==> config.mk <==
export PLATFORM = sky130hd
export DESIGN_NAME = alu_seq_param_flat
export DESIGN_NICKNAME = d
export VERILOG_FILES = /design/src/rtl/alu_seq_param_if.sv /design/src/rtl/alu_seq_param.sv /design/src/flat_wrapper.sv
export SDC_FILE = /design/constraint.sdc
export NUM_CORES = 1
export LEC_CHECK = 0
export BUFFER_PORTS_ARGS = -buffer_cell sky130_fd_sc_hd__buf_2
export CAP_MARGIN = 25
export CORE_ASPECT_RATIO = 1.4
export CORE_MARGIN = 10
export CORE_UTILIZATION = 40
export CTS_CLUSTER_DIAMETER = 200
export CTS_CLUSTER_SIZE = 8
export DETAILED_ROUTE_END_ITERATION = 10
export HOLD_SLACK_MARGIN = 0.1
export SYNTH_ARGS = -nofsm -noshare
export SYNTH_HDL_FRONTEND = slang
export SYNTH_SLANG_ARGS = --single-unit
==> constraint.sdc <==
create_clock -name clk -period 6.8 [get_ports clk]
set_input_delay 0 -clock clk [delete_from_list [all_inputs] [get_ports clk]]
set_output_delay 0 -clock clk [all_outputs]
set_load 0.02 [all_outputs]
==> src/rtl/alu_seq_param_if.sv <==
// Handshake and operand bus between the PID sequencer (master) and the
// registered ALU (slave).
interface alu_seq_param_if #(
   parameter int W = 16
);
   logic         start;
   logic [W-1:0] src1;
   logic [W-1:0] src0;
   logic         multiply;
   logic         sub;
   logic         mult2;
   logic         mult4;
   logic         saturate;
   logic [W-1:0] dst;
   logic         done;
   logic         busy;
   logic         sat;

   modport master (
      output start, src1, src0, multiply, sub, mult2, mult4, saturate,
      input  dst, done, busy, sat
   );

   modport slave (
      input  start, src1, src0, multiply, sub, mult2, mult4, saturate,
      output dst, done, busy, sat
   );
endinterface

==> src/rtl/alu_seq_param.sv <==
// Registered PID datapath ALU: single-cycle prescaled add/sub with saturation,
// iterative sign-magnitude shift-add multiply with saturated product.
module alu_seq_param #(
   parameter int W         = 16,
   parameter int SAT_W     = 12,
   parameter int MUL_W     = 15,
   parameter int MUL_SAT_W = 15
) (
   input logic           clk,
   input logic           rst_n,
   alu_seq_param_if.slave bus
);

   localparam int PW = 2 * MUL_W;
   localparam int XW = ((PW > W) ? PW : W) + 1;
   localparam int CW = $clog2(MUL_W + 1);

   localparam logic signed [W:0]    ADD_MAX = {{(W + 2 - SAT_W){1'b0}}, {(SAT_W - 1){1'b1}}};
   localparam logic signed [W:0]    ADD_MIN = {{(W + 2 - SAT_W){1'b1}}, {(SAT_W - 1){1'b0}}};
   localparam logic signed [XW-1:0] MUL_MAX = {{(XW + 1 - MUL_SAT_W){1'b0}}, {(MUL_SAT_W - 1){1'b1}}};
   localparam logic signed [XW-1:0] MUL_MIN = {{(XW + 1 - MUL_SAT_W){1'b1}}, {(MUL_SAT_W - 1){1'b0}}};

   typedef enum logic [1:0] {
      IDLE,
      MUL,
      DONE
   } state_t;

   state_t state, state_nxt;

   logic [W-1:0]     p;
   logic [W-1:0]     q;
   logic signed [W:0] sum;
   logic [W-1:0]     add_res;
   logic             add_sat;

   logic [MUL_W-1:0] a_op;
   logic [MUL_W-1:0] b_op;
   logic [MUL_W-1:0] a_mag;
   logic [MUL_W-1:0] b_mag;
   logic [PW-1:0]    acc;
   logic [PW-1:0]    acc_nxt;
   logic [PW-1:0]    mcand;
   logic [MUL_W-1:0] mplier;
   logic             neg;
   logic [CW-1:0]    cnt;
   logic [PW-1:0]    prod;
   logic signed [XW-1:0] prod_x;
   logic [W-1:0]     mul_res;
   logic             mul_sat;

   logic [W-1:0]     dst_r;
   logic             sat_r;
   logic             done_r;
   logic             add_go;
   logic             mul_go;
   logic             mul_last;

   // src0 prescale then optional two's-complement negation, all in W bits
   always_comb begin
      p = bus.src0;
      if (bus.mult4) begin
         p = bus.src0 << 2;
      end else if (bus.mult2) begin
         p = bus.src0 << 1;
      end
      q = bus.sub ? -p : p;
   end

   assign sum = $signed({bus.src1[W-1], bus.src1}) + $signed({q[W-1], q});

   always_comb begin
      add_res = sum[W-1:0];
      add_sat = 1'b0;
      if (bus.saturate) begin
         if (sum > ADD_MAX) begin
            add_res = ADD_MAX[W-1:0];
            add_sat = 1'b1;
         end else if (sum < ADD_MIN) begin
            add_res = ADD_MIN[W-1:0];
            add_sat = 1'b1;
         end
      end
   end

   // Magnitudes fit MUL_W unsigned bits even for the most-negative operand
   assign a_op  = bus.src1[MUL_W-1:0];
   assign b_op  = q[MUL_W-1:0];
   assign a_mag = a_op[MUL_W-1] ? -a_op : a_op;
   assign b_mag = b_op[MUL_W-1] ? -b_op : b_op;

   assign acc_nxt = acc + (mplier[0] ? mcand : '0);
   assign prod    = neg ? -acc_nxt : acc_nxt;
   assign prod_x  = $signed({{(XW - PW){prod[PW-1]}}, prod});

   always_comb begin
      mul_res = prod_x[W-1:0];
      mul_sat = 1'b0;
      if (prod_x > MUL_MAX) begin
         mul_res = MUL_MAX[W-1:0];
         mul_sat = 1'b1;
      end else if (prod_x < MUL_MIN) begin
         mul_res = MUL_MIN[W-1:0];
         mul_sat = 1'b1;
      end
   end

   always_ff @(posedge clk) begin
      if (!rst_n) begin
         state <= IDLE;
      end else begin
         state <= state_nxt;
      end
   end

   always_comb begin
      state_nxt = state;
      add_go    = 1'b0;
      mul_go    = 1'b0;
      mul_last  = 1'b0;
      case (state)
         IDLE: begin
            if (bus.start) begin
               if (bus.multiply) begin
                  mul_go    = 1'b1;
                  state_nxt = MUL;
               end else begin
                  add_go = 1'b1;
               end
            end
         end
         MUL: begin
            if (cnt == CW'(1)) begin
               mul_last  = 1'b1;
               state_nxt = DONE;
            end
         end
         DONE: begin
            state_nxt = IDLE;
         end
         default: begin
            state_nxt = IDLE;
         end
      endcase
   end

   // Product is finalised on the last step edge so dst/sat are valid in DONE
   always_ff @(posedge clk) begin
      if (!rst_n) begin
         dst_r  <= '0;
         sat_r  <= 1'b0;
         done_r <= 1'b0;
         acc    <= '0;
         mcand  <= '0;
         mplier <= '0;
         neg    <= 1'b0;
         cnt    <= '0;
      end else begin
         done_r <= 1'b0;
         if (add_go) begin
            dst_r  <= add_res;
            sat_r  <= add_sat;
            done_r <= 1'b1;
         end
         if (mul_go) begin
            acc    <= '0;
            mcand  <= {{MUL_W{1'b0}}, a_mag};
            mplier <= b_mag;
            neg    <= a_op[MUL_W-1] ^ b_op[MUL_W-1];
            cnt    <= CW'(MUL_W);
         end
         if (state == MUL) begin
            acc    <= acc_nxt;
            mcand  <= mcand << 1;
            mplier <= mplier >> 1;
            cnt    <= cnt - CW'(1);
         end
         if (mul_last) begin
            dst_r  <= mul_res;
            sat_r  <= mul_sat;
            done_r <= 1'b1;
         end
      end
   end

   assign bus.dst  = dst_r;
   assign bus.sat  = sat_r;
   assign bus.done = done_r;
   assign bus.busy = (state == MUL);

endmodule

==> src/flat_wrapper.sv <==
// flat-port wrapper written by rule: the top's interface ports become plain ports
module alu_seq_param_flat 
#(
   parameter int W         = 16,
   parameter int SAT_W     = 12,
   parameter int MUL_W     = 15,
   parameter int MUL_SAT_W = 15
)
  (clk, rst_n, bus_start, bus_src1, bus_src0, bus_multiply, bus_sub, bus_mult2, bus_mult4, bus_saturate, bus_dst, bus_done, bus_busy, bus_sat);
  alu_seq_param_if #(.W(W)) bus_i ();
  input logic clk;
  input logic rst_n;
  input wire logic [$bits(bus_i.start)-1:0] bus_start;
  input wire logic [$bits(bus_i.src1)-1:0] bus_src1;
  input wire logic [$bits(bus_i.src0)-1:0] bus_src0;
  input wire logic [$bits(bus_i.multiply)-1:0] bus_multiply;
  input wire logic [$bits(bus_i.sub)-1:0] bus_sub;
  input wire logic [$bits(bus_i.mult2)-1:0] bus_mult2;
  input wire logic [$bits(bus_i.mult4)-1:0] bus_mult4;
  input wire logic [$bits(bus_i.saturate)-1:0] bus_saturate;
  output wire logic [$bits(bus_i.dst)-1:0] bus_dst;
  output wire logic [$bits(bus_i.done)-1:0] bus_done;
  output wire logic [$bits(bus_i.busy)-1:0] bus_busy;
  output wire logic [$bits(bus_i.sat)-1:0] bus_sat;
  assign bus_i.start = bus_start;
  assign bus_i.src1 = bus_src1;
  assign bus_i.src0 = bus_src0;
  assign bus_i.multiply = bus_multiply;
  assign bus_i.sub = bus_sub;
  assign bus_i.mult2 = bus_mult2;
  assign bus_i.mult4 = bus_mult4;
  assign bus_i.saturate = bus_saturate;
  assign bus_dst = bus_i.dst;
  assign bus_done = bus_i.done;
  assign bus_busy = bus_i.busy;
  assign bus_sat = bus_i.sat;
  alu_seq_param #(.W(W), .SAT_W(SAT_W), .MUL_W(MUL_W), .MUL_SAT_W(MUL_SAT_W)) u_core (.clk(clk), .rst_n(rst_n), .bus(bus_i));
endmodule
==> results.yml, run 1 <==
drt:
  wl_per_cell_um: 18.31
  detail_route.first_pass.iterations: 5
  final_antenna_net_count: 0
  drcViolationCount: 0
  via_per_inst: 5.760
  drt_iter0_drc: 512
  wl_mm: 28.95
  vias: 9106
setup_path:
  r2r_slack_ps: 1270
  start_kind: "flop"
  r2r_start: "u_core.mplier[0]"
  cp.arrival_ps: 5810
  r2r_cells: 18
  critical_path_class: "reg2reg"
  cp_max_fo: 31
  required_ps: 7070
  r2r_end: "u_core.bus.dst[4]"
  critPathCaptureType: "flop"
timing:
  tightest_slew_ps: 962.3
  rsz0062_at_grt: "false"
  slew_headroom_pct: 35.71
  fin_setup_tns_ps: 0
  setup_viol: 0
  post-route-period-util_pct: 81.39
  fin_crit_ps: 5535
  hold_violations: 0
  finClkSkew_ps: 9.242
  fmax_mhz: 180.7
  slew_viol_final: 0
floorplan:
  die_height_um: 201.5
  die_area_um2: 30160
  initial_core_util_pct: 40.57
  rows: 66
  ios: 59
  core_um2: 23200
  die-width_um: 149.7
logic_synthesis:
  synth_mux_area_share_pct: 2.791
  synthAdderAreaFrac_pct: 7.204
  yosysMostFrequentCell: "nand2_1"
  syn_nets: 1350
  synth_top_family_by_area: "compound AO/OA/AOI/OAI gates"
  synth_top_cell_by_area: "dfxtp_1"
  synthTopCellsByArea: "dfxtp_1 21%, ha_1 6.8%, nand2_1 5.5%"
  syn_area_um2: 9414
  ys_seq_area_share_pct: 21.27
  synthArstFlopShare_pct: 0
  ys_types: 88
  synth_compound_area_share_pct: 27.46
  synth_edf_count: 0
  syn_inst: 1257
  synth_top_area_share_pct: 21.27
  synth_common_cells: "139 x nand2_1, 103 x o21ai_0, 100 x dfxtp_1"
  yosys.area_share.simple_pct: 26.71
  ys_warn_count: 0
  synth_xor_area_share_pct: 9.091
  ys.flop_type: "dfxtp_1"
  syn-mean-instance-area_um2: 7.489
  yosys_register_bits: 100
worst_hold_path:
  hold_start: "bus_src1[2]"
  hold_class: "in2reg"
  whs_endpoint: "u_core.mcand[2]"
  worstHoldPathCells: 5
clocking:
  holdBufCountCts: 5
  clockRootBuffer: "clkbuf_16"
  cts_buffers: 9
  clock_latency_ps: 380
  cts_tree: "done"
  cts_resized: 0
  cts.path.max_buffers: 2
  cts_setup_buffers: 0
  h-tree-depth: 3
  clkTransAtPathRegs_ps: 70
  cts_num_sinks: 100
outcome:
  status: "finished clean"
finish:
  drive_gt1_share_pct: 10.98
  diodes: 0
  layout.nets: 1363
  final_cells: 1581
  area_growth_pct: 8.094
  nFillCells: 2396
global_route:
  grt_pass1_wl_mm: 46.71
  antenna_found_initial: 0
  grt_overflow: 0
  grt_use_total_pct: 18.98
  grt_pass1_vias: 8968
  grt_max_degree: 89
placement:
  io_buffers: 58
  place_hpwl_mm: 22.65
  dp_cells: 1560
  gp_congestion: 0.9328
pwr:
  powerDensity_nw_per_um2: 164.2
  ir_drop_mv: 0.1294
  cellLeakagePower_nw: 4.136
run:
  max-cap-violations: 0
==> sequential cells by signal, indices dropped and copies added, names as in the netlist <==
register         flops
u_core.cnt           4
u_core.bus.done      1
u_core.bus.dst      16
u_core.mcand        30
u_core.neg           1
u_core.acc          30
u_core.bus.sat       1
u_core.state         2
u_core.mplier       15
==> worst max-delay path by stage <==
stage	start	endpoint	slack, ps	cells past startpoint
2_1_floorplan	u_core.mplier[0]	u_core.bus.dst[4]	1990	19
3_3_place_gp	u_core.mplier[0]	u_core.bus.dst[4]	1470	18
3_5_place_dp	u_core.mplier[0]	u_core.bus.dst[4]	1340	18
4_1_cts	u_core.mplier[0]	u_core.bus.dst[4]	1340	18
5_1_grt	u_core.mplier[0]	u_core.bus.dst[4]	850	18
6_report	u_core.mplier[0]	u_core.bus.dst[4]	1270	18
==> power breakdown <==
part / internal [mW] / switching [mW] / leakage, nW
clock: 0.302 / 0.259 / 0.153
combinational: 0.176 / 0.299 / 3.17
sequential: 0.616 / 0.0183 / 0.812
total: 1.09 / 0.577 / 4.14
==> metal layers <==
layer	vias to the layer above	wire length [um]	GRT usage [%]
met4	0	1489	10.75
li1	4579	-	-
met2	166	15550	35.88
met3	61	595	2.156
met5	-	0	0
met1	4300	11320	19.38
==> metrics by stage <==
step | instance area [um^2] | power [mW] | utilization [%] | hold WS (ps) | setup WS [ps]
global placement | 9807 | 1.117 | 42.26 | 310.3 | 1470
CTS | 10180 | 1.690 | 43.85 | 101.5 | 1337
detailed placement | 9807 | 1.121 | 42.26 | 312.7 | 1336
global route | 10180 | 1.758 | 43.85 | 159.2 | 848.4
floorplan | 9414 | 0.9876 | - | 133.5 | 1990
finish | 10180 | 1.671 | 43.85 | 120.6 | 1265
==> placed cells by master, fill, tap and decap left out, drive strengths merged, types with 30 or more instances in the layout <==
cell,synthesis,routed
and2,75,75
a22oi,30,30
dfxtp,100,100
a21boi,36,36
nand3,59,59
a21oi,76,76
nor2,84,84
inv,34,37
o21ai,115,115
buf,13,71
nand2,139,139
xnor2,55,55
xor2,41,41
ha,51,51
==> worst max-delay path, cell delays in order (launching register included) <==
cell and delay (ps):
dfxtp_1 310, buf_4 260, and2_1 170, ha_1 170
inv_1 60, fa_1 400, nand2b_1 210, a21oi_1 170
xor2_1 170, or4b_4 560, or4b_1 640, nor4_1 240
nor4b_2 480, mux2i_1 240, a211oi_1 70, nor4_1 480
a21oi_2 310, a211o_1 300, a22o_1 190
==> area by class of cell <==
class	instances	area (um^2)	share of cell area (%)
multi-input combinational	1049	6907	67.87
sequential	100	2002	19.67
timing repair buffer	76	437.9	4.303
tap	306	382.9	3.762
clock buffer	10	239.0	2.348
inverter	34	127.6	1.254
clock inverter	6	80.08	0.7869
==> kinds of logic (layout without fill, tap and decap cells) <==
group / Yosys count / after routing
AO/OA/AOI/OAI: 381 / 381
flip-flops: 100 / 100
multiplexers: 26 / 26
AND/OR/NAND/NOR: 493 / 493
XOR/XNOR: 96 / 96
buffers and inverters: 108 / 126
adder cells (fa/ha/maj): 53 / 53
(Power assumes the default switching activity.)
==> run 2, diff against run 1 <==
- clock period: 6.8 -> 5.4 ns (I/O delays scaled with it)
==> run 2 against run 1 <==
  * Sequential cell count unchanged
  * Global-route usage hardly changed
  * Largest cell class unchanged
  * Cell area is 1.4% higher
  * Combinational power grew 28%
  * Via count is 1.7% higher
  * Fmax rose by 10%
  * Wire length is 1.9% higher
  * Register-to-register slack lost 880 ps
  * Cell count is 0.89% higher
  * Clock power up 26%
  * Critical path depth shrank 1
==> results.yml, run 2 (synthesis results as in run 1) <==
outcome:
  status: "finished clean"
drt:
  wl_mm: 29.50
  wl_per_cell_um: 18.49
  detail_route.first_pass.iterations: 5
  drt_iter0_drc: 483
  drcViolationCount: 0
  final_antenna_net_count: 0
  via_per_inst: 5.808
  vias: 9264
floorplan:
  initial_core_util_pct: 40.57
  core_um2: 23200
  ios: 59
  die-width_um: 149.7
  die_area_um2: 30160
  die_height_um: 201.5
  rows: 66
timing:
  fin_crit_ps: 5020
  fmax_mhz: 199.2
  tightest_slew_ps: 1141
  slew_viol_final: 0
  setup_viol: 0
  post-route-period-util_pct: 92.96
  fin_setup_tns_ps: 0
  finClkSkew_ps: 15.53
  slew_headroom_pct: 23.77
  hold_violations: 0
  rsz0062_at_grt: "false"
clocking:
  h-tree-depth: 3
  cts.path.max_buffers: 2
  clockRootBuffer: "clkbuf_16"
  cts_tree: "done"
  cts_buffers: 9
  clock_latency_ps: 370
  clkTransAtPathRegs_ps: 80
  cts_num_sinks: 100
finish:
  diodes: 0
  postLayoutCellArea_um2: 10310
  layout.nets: 1377
  area_growth_pct: 9.556
  final_cell_mix: "138 x nand2_1, 103 x o21ai_0, 100 x dfxtp_1"
  multi_input_area_um2: 6943
  final_common_cell: "nand2_1"
  drive_gt1_share_pct: 12.41
  register_area_um2: 2002
  nFillCells: 2468
global_route:
  grt_use_total_pct: 19.02
  grt_overflow: 0
  grt_pass1_wl_mm: 47.01
  grt_pass1_vias: 9136
  antenna_found_initial: 0
  grt_max_degree: 73
setup_path:
  required_ps: 5650
  cp.arrival_ps: 5270
  worst-path-buf-inv: 2
  r2r_start: "u_core.mplier[0]"
  critical_path_class: "reg2reg"
  cp_max_fo: 23
  critPathCaptureType: "flop"
  start_kind: "flop"
  cp_slowest_cell: "or4_1"
  r2r_slack_ps: 380
  path_cells: "buf_6 -> and2_1 -> ha_1 -> a21o_1 -> a2111oi_2 -> nor4_1 -> or4_1 -> a32oi_4 -> nand4_4 -> o31ai_1 -> xor2_1 -> o2111ai_1 -> a2111oi_4 -> a21oi_2 -> buf_4 -> a211oi_1 -> o21ai_0"
  cp_top_family: "compound AO/OA/AOI/OAI gates"
  slowest_delay_ps: 580
  critPathLaunch: "u_core.mplier[0]"
  r2r_end: "u_core.bus.dst[1]"
  r2r_cells: 17
worst_hold_path:
  whs_endpoint: "u_core.mcand[4]"
  worstHoldPathCells: 4
  hold_class: "in2reg"
  hold_start: "bus_src1[4]"
pwr:
  ir_drop_mv: 0.1218
  powerDensity_nw_per_um2: 205.1
  cellLeakagePower_nw: 4.208
  finalPower_mw: 2.116
placement:
  place_hpwl_mm: 23.15
  gp_congestion: 0.9630
  placed_cell_area_um2: 9920
  io_buffers: 58
run:
  max-cap-violations: 0
run 2: how the worst max path moves through the flow:
stage	to	slack, ps	cells past startpoint
finish	u_core.bus.dst[1]	380	17
global route	u_core.bus.dst[1]	40	17
CTS	u_core.bus.dst[4]	190	16
detailed placement	u_core.bus.dst[4]	220	16
global placement	u_core.bus.dst[4]	290	16
floorplan	u_core.bus.dst[4]	590	19
run 2: per-layer routing:
layer  GRT usage, %  wire (um)  up-vias
met3          1.976        800       58
li1               -          -     4601
met2          35.99      15880      197
met4          9.638       1312        0
met1          19.94      11510     4408
met5              0          0        -
run 2: final cells by class:
type	instances	share of cell area (%)
multi-input combinational	1049	67.32
sequential	100	19.41
timing repair buffer	90	5.253
tap	306	3.712
clock buffer	9	2.184
inverter	34	1.237
clock inverter	7	0.8856
run 2: power breakdown:
part / switching, mW / total [mW] / internal [mW] / leakage (nW)
Sequential: 0.0253 / 0.801 / 0.776 / 0.812
Clock: 0.373 / 0.709 / 0.337 / 0.152
Combinational: 0.380 / 0.606 / 0.226 / 3.24
Total: 0.778 / 2.12 / 1.34 / 4.21
run 2: repair_timing:
item / CTS / global route
hold buffers: 3 / 0
setup endpoints to repair: 0 / 13
buffers inserted: 0 / 1
endpoints found under the hold margin: 3 / 0
resized for setup: 0 / 7
run 2: metrics by stage:
step | instances | worst slack, ps | hold slack, ps | utilization (%)
floorplan | 1257 | 590.1 | 133.5 | -
global placement | 1575 | 288.8 | 295.7 | 42.75
detailed placement | 1575 | 222.9 | 291.0 | 42.75
CTS | 1594 | 187.1 | 105.7 | 44.24
global route | 1595 | 42.70 | 125.4 | 44.45
finish | 1595 | 380.3 | 104.0 | 44.45
run 2: tightest hold or removal path: cells and delay by family:
kind / cells / cell delay [ps]
AND/OR/NAND/NOR: 1 / 110
AO/OA/AOI/OAI: 1 / 110
buffers and inverters: 1 / 130
XOR/XNOR: 1 / 70
